File: config.mk
export PLATFORM = sky130hd
export DESIGN_NAME = decode_stage
export DESIGN_NICKNAME = d
export VERILOG_FILES = /design/src/rtl/decode_stage.sv
export SDC_FILE = /design/constraint.sdc
export NUM_CORES = 1
export LEC_CHECK = 0
export BUFFER_PORTS_ARGS = -buffer_cell sky130_fd_sc_hd__buf_2
export CAP_MARGIN = 40
export CORE_ASPECT_RATIO = 0.5
export CORE_MARGIN = 8
export CORE_UTILIZATION = 50
export CTS_CLUSTER_DIAMETER = 50
export CTS_CLUSTER_SIZE = 24
export DETAILED_ROUTE_END_ITERATION = 12
export PLACE_DENSITY = 0.84
export SYNTH_ARGS = -nofsm -noshare
export SYNTH_HDL_FRONTEND = slang
export SYNTH_SLANG_ARGS = --single-unit
export TNS_END_PERCENT = 10
File: constraint.sdc
create_clock -name clk -period 2.6 [get_ports clk]
set_clock_uncertainty 0.05 [all_clocks]
set_input_delay 0.13 -clock clk [delete_from_list [all_inputs] [get_ports clk]]
set_output_delay 0.13 -clock clk [all_outputs]
set_load 0.05 [all_outputs]
File: src/rtl/decode_stage.sv
// RV32I decode stage: decodes a fetched instruction into ALU operation, operands and
// control flags, holding the result in a valid/ready output register.
module decode_stage #(
    parameter bit HAZARD_CHECK = 1'b1
) (
    input  logic        clk,
    input  logic        rst,
    input  logic        flush,
    input  logic        in_valid,
    output logic        in_ready,
    input  logic [31:0] in_instr,
    input  logic [31:0] in_pc,
    output logic [4:0]  rs1_addr,
    output logic [4:0]  rs2_addr,
    input  logic [31:0] rs1_data,
    input  logic [31:0] rs2_data,
    output logic        out_valid,
    input  logic        out_ready,
    output logic [31:0] out_pc,
    output logic [3:0]  alu_op,
    output logic [31:0] op_a,
    output logic [31:0] op_b,
    output logic        use_cond,
    output logic [31:0] imm,
    output logic [31:0] store_data,
    output logic [4:0]  rd,
    output logic        reg_we,
    output logic        is_load,
    output logic        is_store,
    output logic        is_branch,
    output logic        is_jal,
    output logic        is_jalr,
    output logic [2:0]  mem_funct3,
    output logic        illegal
);

    localparam logic [3:0] AluAdd = 4'd0;
    localparam logic [3:0] AluSub = 4'd1;
    localparam logic [3:0] AluSll = 4'd2;
    localparam logic [3:0] AluLt  = 4'd3;
    localparam logic [3:0] AluLtu = 4'd4;
    localparam logic [3:0] AluXor = 4'd5;
    localparam logic [3:0] AluSrl = 4'd6;
    localparam logic [3:0] AluSra = 4'd7;
    localparam logic [3:0] AluOr  = 4'd8;
    localparam logic [3:0] AluAnd = 4'd9;
    localparam logic [3:0] AluEq  = 4'd10;
    localparam logic [3:0] AluNe  = 4'd11;
    localparam logic [3:0] AluGe  = 4'd12;
    localparam logic [3:0] AluGeu = 4'd13;

    localparam logic [6:0] OpcOp     = 7'b0110011;
    localparam logic [6:0] OpcOpImm  = 7'b0010011;
    localparam logic [6:0] OpcLui    = 7'b0110111;
    localparam logic [6:0] OpcAuipc  = 7'b0010111;
    localparam logic [6:0] OpcJal    = 7'b1101111;
    localparam logic [6:0] OpcJalr   = 7'b1100111;
    localparam logic [6:0] OpcBranch = 7'b1100011;
    localparam logic [6:0] OpcLoad   = 7'b0000011;
    localparam logic [6:0] OpcStore  = 7'b0100011;

    typedef struct packed {
        logic [31:0] pc;
        logic [3:0]  alu_op;
        logic [31:0] op_a;
        logic [31:0] op_b;
        logic        use_cond;
        logic [31:0] imm;
        logic [31:0] store_data;
        logic [4:0]  rd;
        logic        reg_we;
        logic        is_load;
        logic        is_store;
        logic        is_branch;
        logic        is_jal;
        logic        is_jalr;
        logic [2:0]  mem_funct3;
        logic        illegal;
    } dec_t;

    function automatic logic [3:0] f3_alu(input logic [2:0] f3);
        case (f3)
            3'b000:  return AluAdd;
            3'b001:  return AluSll;
            3'b010:  return AluLt;
            3'b011:  return AluLtu;
            3'b100:  return AluXor;
            3'b101:  return AluSrl;
            3'b110:  return AluOr;
            default: return AluAnd;
        endcase
    endfunction

    logic [6:0]  opcode;
    logic [2:0]  funct3;
    logic [6:0]  funct7;
    logic [4:0]  rd_f;
    logic        alt;
    logic [31:0] imm_i, imm_s, imm_b, imm_u, imm_j;
    logic [31:0] shamt;
    logic        uses_rs1, uses_rs2;
    logic        hazard, fire_in, fire_out;
    logic        legal, wb;
    dec_t        dec_d, dec_q;
    logic        out_valid_q;

    assign opcode   = in_instr[6:0];
    assign rd_f     = in_instr[11:7];
    assign funct3   = in_instr[14:12];
    assign funct7   = in_instr[31:25];
    assign rs1_addr = in_instr[19:15];
    assign rs2_addr = in_instr[24:20];
    assign alt      = (funct7 == 7'h20);

    assign imm_i = {{20{in_instr[31]}}, in_instr[31:20]};
    assign imm_s = {{20{in_instr[31]}}, in_instr[31:25], in_instr[11:7]};
    assign imm_b = {{19{in_instr[31]}}, in_instr[31], in_instr[7], in_instr[30:25],
                    in_instr[11:8], 1'b0};
    assign imm_u = {in_instr[31:12], 12'd0};
    assign imm_j = {{11{in_instr[31]}}, in_instr[31], in_instr[19:12], in_instr[20],
                    in_instr[30:21], 1'b0};
    assign shamt = {27'd0, in_instr[24:20]};

    assign uses_rs1 = (opcode == OpcOp) || (opcode == OpcOpImm) || (opcode == OpcLoad) ||
                      (opcode == OpcStore) || (opcode == OpcBranch) || (opcode == OpcJalr);
    assign uses_rs2 = (opcode == OpcOp) || (opcode == OpcStore) || (opcode == OpcBranch);

    // Only the instruction sitting in the output register can be a load still in flight.
    assign hazard = HAZARD_CHECK && in_valid && out_valid_q && dec_q.is_load &&
                    (dec_q.rd != 5'd0) &&
                    ((uses_rs1 && (rs1_addr == dec_q.rd)) ||
                     (uses_rs2 && (rs2_addr == dec_q.rd)));

    assign in_ready = (!out_valid_q || out_ready) && !hazard && !flush;
    assign fire_in  = in_valid && in_ready;
    assign fire_out = out_valid_q && out_ready;

    always_comb begin
        dec_d = '0;
        legal = 1'b1;
        wb    = 1'b0;
        case (opcode)
            OpcOp: begin
                wb                = 1'b1;
                dec_d.op_a        = rs1_data;
                dec_d.op_b        = rs2_data;
                dec_d.use_cond    = (funct3 == 3'b010) || (funct3 == 3'b011);
                legal             = (funct7 == 7'h00) ||
                                    (alt && ((funct3 == 3'b000) || (funct3 == 3'b101)));
                dec_d.alu_op      = alt ? ((funct3 == 3'b000) ? AluSub : AluSra)
                                        : f3_alu(funct3);
                if ((funct3 == 3'b001) || (funct3 == 3'b101)) begin
                    dec_d.op_b = {27'd0, rs2_data[4:0]};
                end
            end
            OpcOpImm: begin
                wb             = 1'b1;
                dec_d.op_a     = rs1_data;
                dec_d.op_b     = imm_i;
                dec_d.imm      = imm_i;
                dec_d.use_cond = (funct3 == 3'b010) || (funct3 == 3'b011);
                dec_d.alu_op   = f3_alu(funct3);
                if (funct3 == 3'b001) begin
                    legal      = (funct7 == 7'h00);
                    dec_d.op_b = shamt;
                end else if (funct3 == 3'b101) begin
                    legal        = (funct7 == 7'h00) || alt;
                    dec_d.alu_op = alt ? AluSra : AluSrl;
                    dec_d.op_b   = shamt;
                end
            end
            OpcLui: begin
                wb         = 1'b1;
                dec_d.op_b = imm_u;
                dec_d.imm  = imm_u;
            end
            OpcAuipc: begin
                wb         = 1'b1;
                dec_d.op_a = in_pc;
                dec_d.op_b = imm_u;
                dec_d.imm  = imm_u;
            end
            OpcJal: begin
                wb           = 1'b1;
                dec_d.op_a   = in_pc;
                dec_d.op_b   = 32'd4;
                dec_d.imm    = imm_j;
                dec_d.is_jal = 1'b1;
            end
            OpcJalr: begin
                wb            = 1'b1;
                legal         = (funct3 == 3'b000);
                dec_d.op_a    = in_pc;
                dec_d.op_b    = 32'd4;
                dec_d.imm     = imm_i;
                dec_d.is_jalr = 1'b1;
            end
            OpcBranch: begin
                dec_d.op_a      = rs1_data;
                dec_d.op_b      = rs2_data;
                dec_d.imm       = imm_b;
                dec_d.is_branch = 1'b1;
                case (funct3)
                    3'b000:  dec_d.alu_op = AluEq;
                    3'b001:  dec_d.alu_op = AluNe;
                    3'b100:  dec_d.alu_op = AluLt;
                    3'b101:  dec_d.alu_op = AluGe;
                    3'b110:  dec_d.alu_op = AluLtu;
                    3'b111:  dec_d.alu_op = AluGeu;
                    default: legal = 1'b0;
                endcase
            end
            OpcLoad: begin
                wb            = 1'b1;
                dec_d.op_a    = rs1_data;
                dec_d.op_b    = imm_i;
                dec_d.imm     = imm_i;
                dec_d.is_load = 1'b1;
                legal         = (funct3 != 3'b011) && (funct3 != 3'b110) && (funct3 != 3'b111);
            end
            OpcStore: begin
                dec_d.op_a       = rs1_data;
                dec_d.op_b       = imm_s;
                dec_d.imm        = imm_s;
                dec_d.store_data = rs2_data;
                dec_d.is_store   = 1'b1;
                legal            = (funct3 <= 3'b010);
            end
            default: legal = 1'b0;
        endcase
        dec_d.reg_we = wb && (rd_f != 5'd0);
        // Illegal encodings travel down the pipe as inert instructions carrying only pc/rd.
        if (!legal) begin
            dec_d = '0;
        end
        dec_d.pc         = in_pc;
        dec_d.rd         = rd_f;
        dec_d.mem_funct3 = funct3;
        dec_d.illegal    = !legal;
    end

    always_ff @(posedge clk) begin
        if (rst) begin
            out_valid_q <= 1'b0;
            dec_q       <= '0;
        end else if (flush) begin
            out_valid_q <= 1'b0;
        end else if (fire_in) begin
            out_valid_q <= 1'b1;
            dec_q       <= dec_d;
        end else if (fire_out) begin
            out_valid_q <= 1'b0;
        end
    end

    assign out_valid  = out_valid_q;
    assign out_pc     = dec_q.pc;
    assign alu_op     = dec_q.alu_op;
    assign op_a       = dec_q.op_a;
    assign op_b       = dec_q.op_b;
    assign use_cond   = dec_q.use_cond;
    assign imm        = dec_q.imm;
    assign store_data = dec_q.store_data;
    assign rd         = dec_q.rd;
    assign reg_we     = dec_q.reg_we;
    assign is_load    = dec_q.is_load;
    assign is_store   = dec_q.is_store;
    assign is_branch  = dec_q.is_branch;
    assign is_jal     = dec_q.is_jal;
    assign is_jalr    = dec_q.is_jalr;
    assign mem_funct3 = dec_q.mem_funct3;
    assign illegal    = dec_q.illegal;

endmodule

Yosys cells after proc, flatten, opt, wreduce, memory -nomap -nowiden. Index checks and enable logic that the tools add are counted. Widths: inputs -> output; s select.

Word-level logic and storage cells: 119. Flip-flop bits (word level): 181. Output and inout bits: 192.

Equal/unequal tests: 22. Bitwise gates (word level): 1. $lt $le $gt $ge: 1. Multiplexer cells: 30. Reduce and logical (&&, ||, !) cells: 48.

Operator list (number): $pmux 32 s7 (1); $pmux 32 s5 (1); $mux 148 (1); $mux 32 (4); $pmux 32 s2 (1); $pmux 4 s6 (2); $eq 7x6->1 const B (4); $pmux 4 s7 (1); $eq 7x7->1 const B (3); $eq 7x5->1 const B (2); $logic_and 1x1->1 (14); $logic_or 1x1->1 (14); $mux 1 (13); $eq 3x3->1 const B (4); $mux 4 (3); $pmux 4 s3 (1); $eq 5x5->1 (2); $reduce_bool 5->1 (2); $reduce_or 3->1 (3); $reduce_or 2->1 (4); $eq 7x2->1 const B (1); $logic_not 7->1 (1); $pmux 1 s7 (1); $reduce_or 7->1 (1); 13 further kinds (18).

Logic depth before layout (Yosys ltp).
Depth in word-level cells: 14. Gate-level depth with buffers: 10. Gate-level depth less buffers: 6.

Least setup slack after synthesis. Ideal clock, no wire load.

Kind: reg-to-output. Start: register dec_q (netlist bit rd[4]). End: output in_ready. Path slack: -0.402 ns. Cell stages (with the launch flop): 7. Arrival: 2.822 ns. Cells stage by stage: dfxtp_1 -> or3_1 -> o311a_1 -> o21a_2 -> buf_6 -> buf_4 -> a21boi_0.

Longest elaborated chain between the ends: 7. Elaborated cells between the ends (all ways): 11. Classes of those cells: eq/ne (2); reduce/logical (9).

RTL lines: start, declared (line 104) `dec_t dec_d, dec_q;`; start signal, assigned (line 245) `dec_q <= '0;`; start signal, assigned (line 250) `dec_q <= dec_d;`; $eq 5x5->1, on equally long branches (line 131, 132); $logic_and 1x1->1, on equally long branches (line 131, 132); $logic_or 1x1->1 (line 131) `((uses_rs1 && (rs1_addr == dec_q.rd)) ||`; $logic_and 1x1->1 (*) (line 130) `(dec_q.rd != 5'd0) &&`; $logic_not 1->1 (*) (line 134) `assign in_ready = (!out_valid_q || out_ready) && !hazard && !flush;`; $logic_and 1x1->1 (*) (2 in series) (line 134); end, declared (line 10) `output logic in_ready,`.

Every way passes the cells marked *; elsewhere a longest branch is shown, timed or not.

Worst setup path after layout.
Start: register dec_q (netlist bit rd[0]). End: output in_ready.

Same word-level chain as after synthesis.

==> flow_summary.json <==
{
  "drive_above_1_share_pct": 35.01,
  "setup_violations": 0,
  "cpPeakStageDelay_ns": 0.39,
  "switching_share_pct": 29.34,
  "run_status": "completed",
  "crit_chain": "or3_1, o311a_1, o21a_4, buf_12, a21boi_2, buf_2",
  "vias": 9788,
  "h-tree-depth": 4,
  "io_buffers": 324,
  "fin_util_pct": 68.20,
  "grtUsageTotal_pct": 30.27,
  "hp-class": "input pin to flop",
  "io_pins": 325,
  "cts_tree": "built",
  "maxSlewHeadroom_pct": 55.30,
  "endpoint": "in_ready",
  "yosys.area_share.simple_pct": 17.22,
  "first_pass_iters": 5,
  "ys_ff_latch": 181,
  "routed_wl_mm": 35.35,
  "muxShareOfSynthArea_pct": 0.1139,
  "r2r_start": "rd[0]$_SDFFE_PP0P_",
  "worst_slew_pin_slew_ns": 0.6706,
  "grt_antenna_before_repair": 0,
  "synth_area_leaders": "dfxtp_1, o32ai_2, nand2_1",
  "critPathSlowestCell": "dfxtp_1",
  "cap_violations": 0,
  "numCtsBuffers": 17,
  "synth-edff-count": 0,
  "max_freq_ghz": 0.4020,
  "p_leak_uw": 0.004707,
  "synthArstFlopShare_pct": 0,
  "synth_compound_area_share_pct": 32.38,
  "drc": 0,
  "wl_per_cell_um": 22.59,
  "critPathLaunch": "rd[0]$_SDFFE_PP0P_",
  "synth_top_area_share_pct": 41.22,
  "cp-start-kind": "flop",
  "setup_tns_ns": 0,
  "coreArea_mm2": 0.01731,
  "dieArea_mm2": 0.02234,
  "pwr-share-comb_pct": 13.6,
  "peakVddDrop_uv": 455.8,
  "clock_sinks": 181,
  "layout_commonest_cell": "buf_2",
  "layout.cells.non_filler": 1565,
  "final_max_slew_viol_count": 0,
  "layout.nets": 1451,
  "p_int_uw": 4420,
  "synth-xor-area-share_pct": 1.295,
  "syn_area_mm2": 0.008790,
  "grt_pass1_wl_mm": 54.23,
  "synth_top_family_by_area": "compound AO/OA/AOI/OAI gates",
  "rr_worst_depth": 6,
  "mostFrequentLayoutCells": "buf_2, dfxtp_1, nand2_1, dlygate4sd3_1, o21ai_1",
  "syn_nets": 1115,
  "root_buffer": "clkbuf_16",
  "pwr-share-clk_pct": 41.3,
  "first_global_vias": 9798,
  "path_class": "flop to output pin",
  "seqPwrFrac_pct": 45.1,
  "cp.required_ns": 2.42,
  "yosysSeqAreaShare_pct": 41.22,
  "detailed_place_hpwl_mm": 24.51,
  "r2r-end": "op_b[20]$_SDFFE_PP0P_",
  "gp_congestion": 0.9649,
  "synth.largest_area_cell": "dfxtp_1",
  "drt_iter0_markers": 933,
  "ys_warn_count": 0,
  "end_kind": "output pin",
  "postPlaceCellArea_mm2": 0.01047,
  "cts_buffer_depth": 2,
  "min_period_ns": 2.487,
  "die-width_um": 203.5,
  "reg2reg_slack_ns": 0.30,
  "vias_per_cell": 6.254,
  "globalRouteOverflowTotal": 0,
  "start_util_pct": 50.77,
  "cp_num_buf_inv": 2,
  "post-route-period-util_pct": 95.67,
  "postSynthCellCount": 982,
  "area_growth_syn_to_layout_pct": 34.33,
  "hold_slack_ns": 0.01608,
  "dp.cells": 1459,
  "yosysUniqueCellTypes": 67,
  "final_area_mm2": 0.01181,
  "path_max_fanout": 21,
  "grt_max_degree": 58,
  "arrival_ns": 2.31,
  "final_antenna_net_count": 0,
  "rsz0062_at_grt": "false",
  "avgSynthCellArea_um2": 8.951,
  "path_clk_slew_ns": 0.07,
  "worstSkewPairLatency_ns": 0.43,
  "num_antenna_cells": 0,
  "synth-main-ff-cell": "dfxtp_1",
  "die_y_um": 109.8,
  "fp-row-count": 34,
  "finalHoldViolations": 0,
  "synth_adder_area_share_pct": 0,
  "power.switching_uw": 1836,
  "fillCellCount": 1326,
  "postCtsSetupBuffers": 0,
  "powerDensity_mw_per_mm2": 529.8,
  "critical-path-top-delay-family": "compound AO/OA/AOI/OAI gates",
  "path_depth": 6
}
-- what timing repair did --
action / 4_1_cts / 5_1_grt
hold endpoints to repair: 73 / 0
endpoints found under the setup margin: 0 / 1
hold buffers: 74 / 0
gates resized for setup: 0 / 1
-- cells by family (layout without fill, tap and decap cells) --
group | count (synthesis) | in the layout
buffers and inverters | 131 | 480
AND/OR/NAND/NOR | 299 | 299
multiplexers | 1 | 1
flip-flops | 181 | 181
AO/OA/AOI/OAI | 357 | 357
XOR/XNOR | 13 | 13
-- synth_stat cells (all sizes together) (12+ instances only) --
cell    number
and2        18
a211oi      12
o22ai       13
o21ai       96
a21oi       62
dfxtp      181
nor2        14
nand4       44
inv         12
nand2      137
a22oi       45
buf         58
nand3       45
o32ai       90
clkbuf      61
-- how the worst min path moves through the flow --
stage	startpoint	endpoint	slack, ns	cells after the start
2_1_floorplan	rs2_data[0]	store_data[0]$_SDFFE_PP0P_	0.22	2
3_3_place_gp	rs2_data[27]	store_data[27]$_SDFFE_PP0P_	0.34	3
3_5_place_dp	rs2_data[27]	store_data[27]$_SDFFE_PP0P_	0.34	3
4_1_cts	in_instr[26]	imm[6]$_SDFFE_PP0P_	0.004	3
5_1_grt	in_instr[30]	imm[10]$_SDFFE_PP0P_	0.01	3
6_report	in_instr[26]	imm[6]$_SDFFE_PP0P_	0.02	3
-- metal layers --
layer  part of all wire, %  up-vias  GRT usage, %
li1                      -     4362             -
met1                    39     4663         36.81
met2                    47      625         50.36
met3                   9.5      138         7.176
met4                   4.5        0         15.59
met5                     0        -             0
-- area by class of cell --
cell class | instances | area, um^2 | area share [%]
multi-input cells | 670 | 4519 | 38.27
flip-flops and latches | 181 | 3623 | 30.69
repair buffers | 436 | 2738 | 23.19
clock buffers | 19 | 452.9 | 3.836
well taps | 234 | 292.8 | 2.480
clock inverters | 13 | 133.9 | 1.134
inverters | 12 | 47.55 | 0.4027
-- through the flow --
step,worst slack (ns),power [uW]
floorplan,0.2682,3336
global route,0.02851,6438
finish,0.1126,6256
global placement,0.2964,3616
detailed placement,0.2804,3628
CTS,0.05697,6262
-- state kept, by name, summed over array words and instances, names as in the netlist, 3 cells and up --
signal      count
store_data     32
alu_op          4
op_b           32
mem_funct3      3
op_a           32
imm            32
rd              5
out_pc         32
-- worst reg2reg max path, cell delays in order (launching register included) --
cell,delay (ns)
dfxtp_1,0.39
or3_1,0.38
o311a_1,0.36
o21ai_4,0.12
nand3_1,0.33
buf_12,0.28
o32ai_1,0.28
-- power by group through the flow --
stage / registers (uW) / logic, uW / clock network (uW)
after floorplan: 2990 / 345 / 0
after global placement: 2880 / 731 / 0
after detailed placement: 2890 / 741 / 0
after CTS: 2820 / 829 / 2610
after global routing: 2820 / 889 / 2720
final: 2820 / 851 / 2580
No activity file was read; power rests on OpenSTA's default activity.
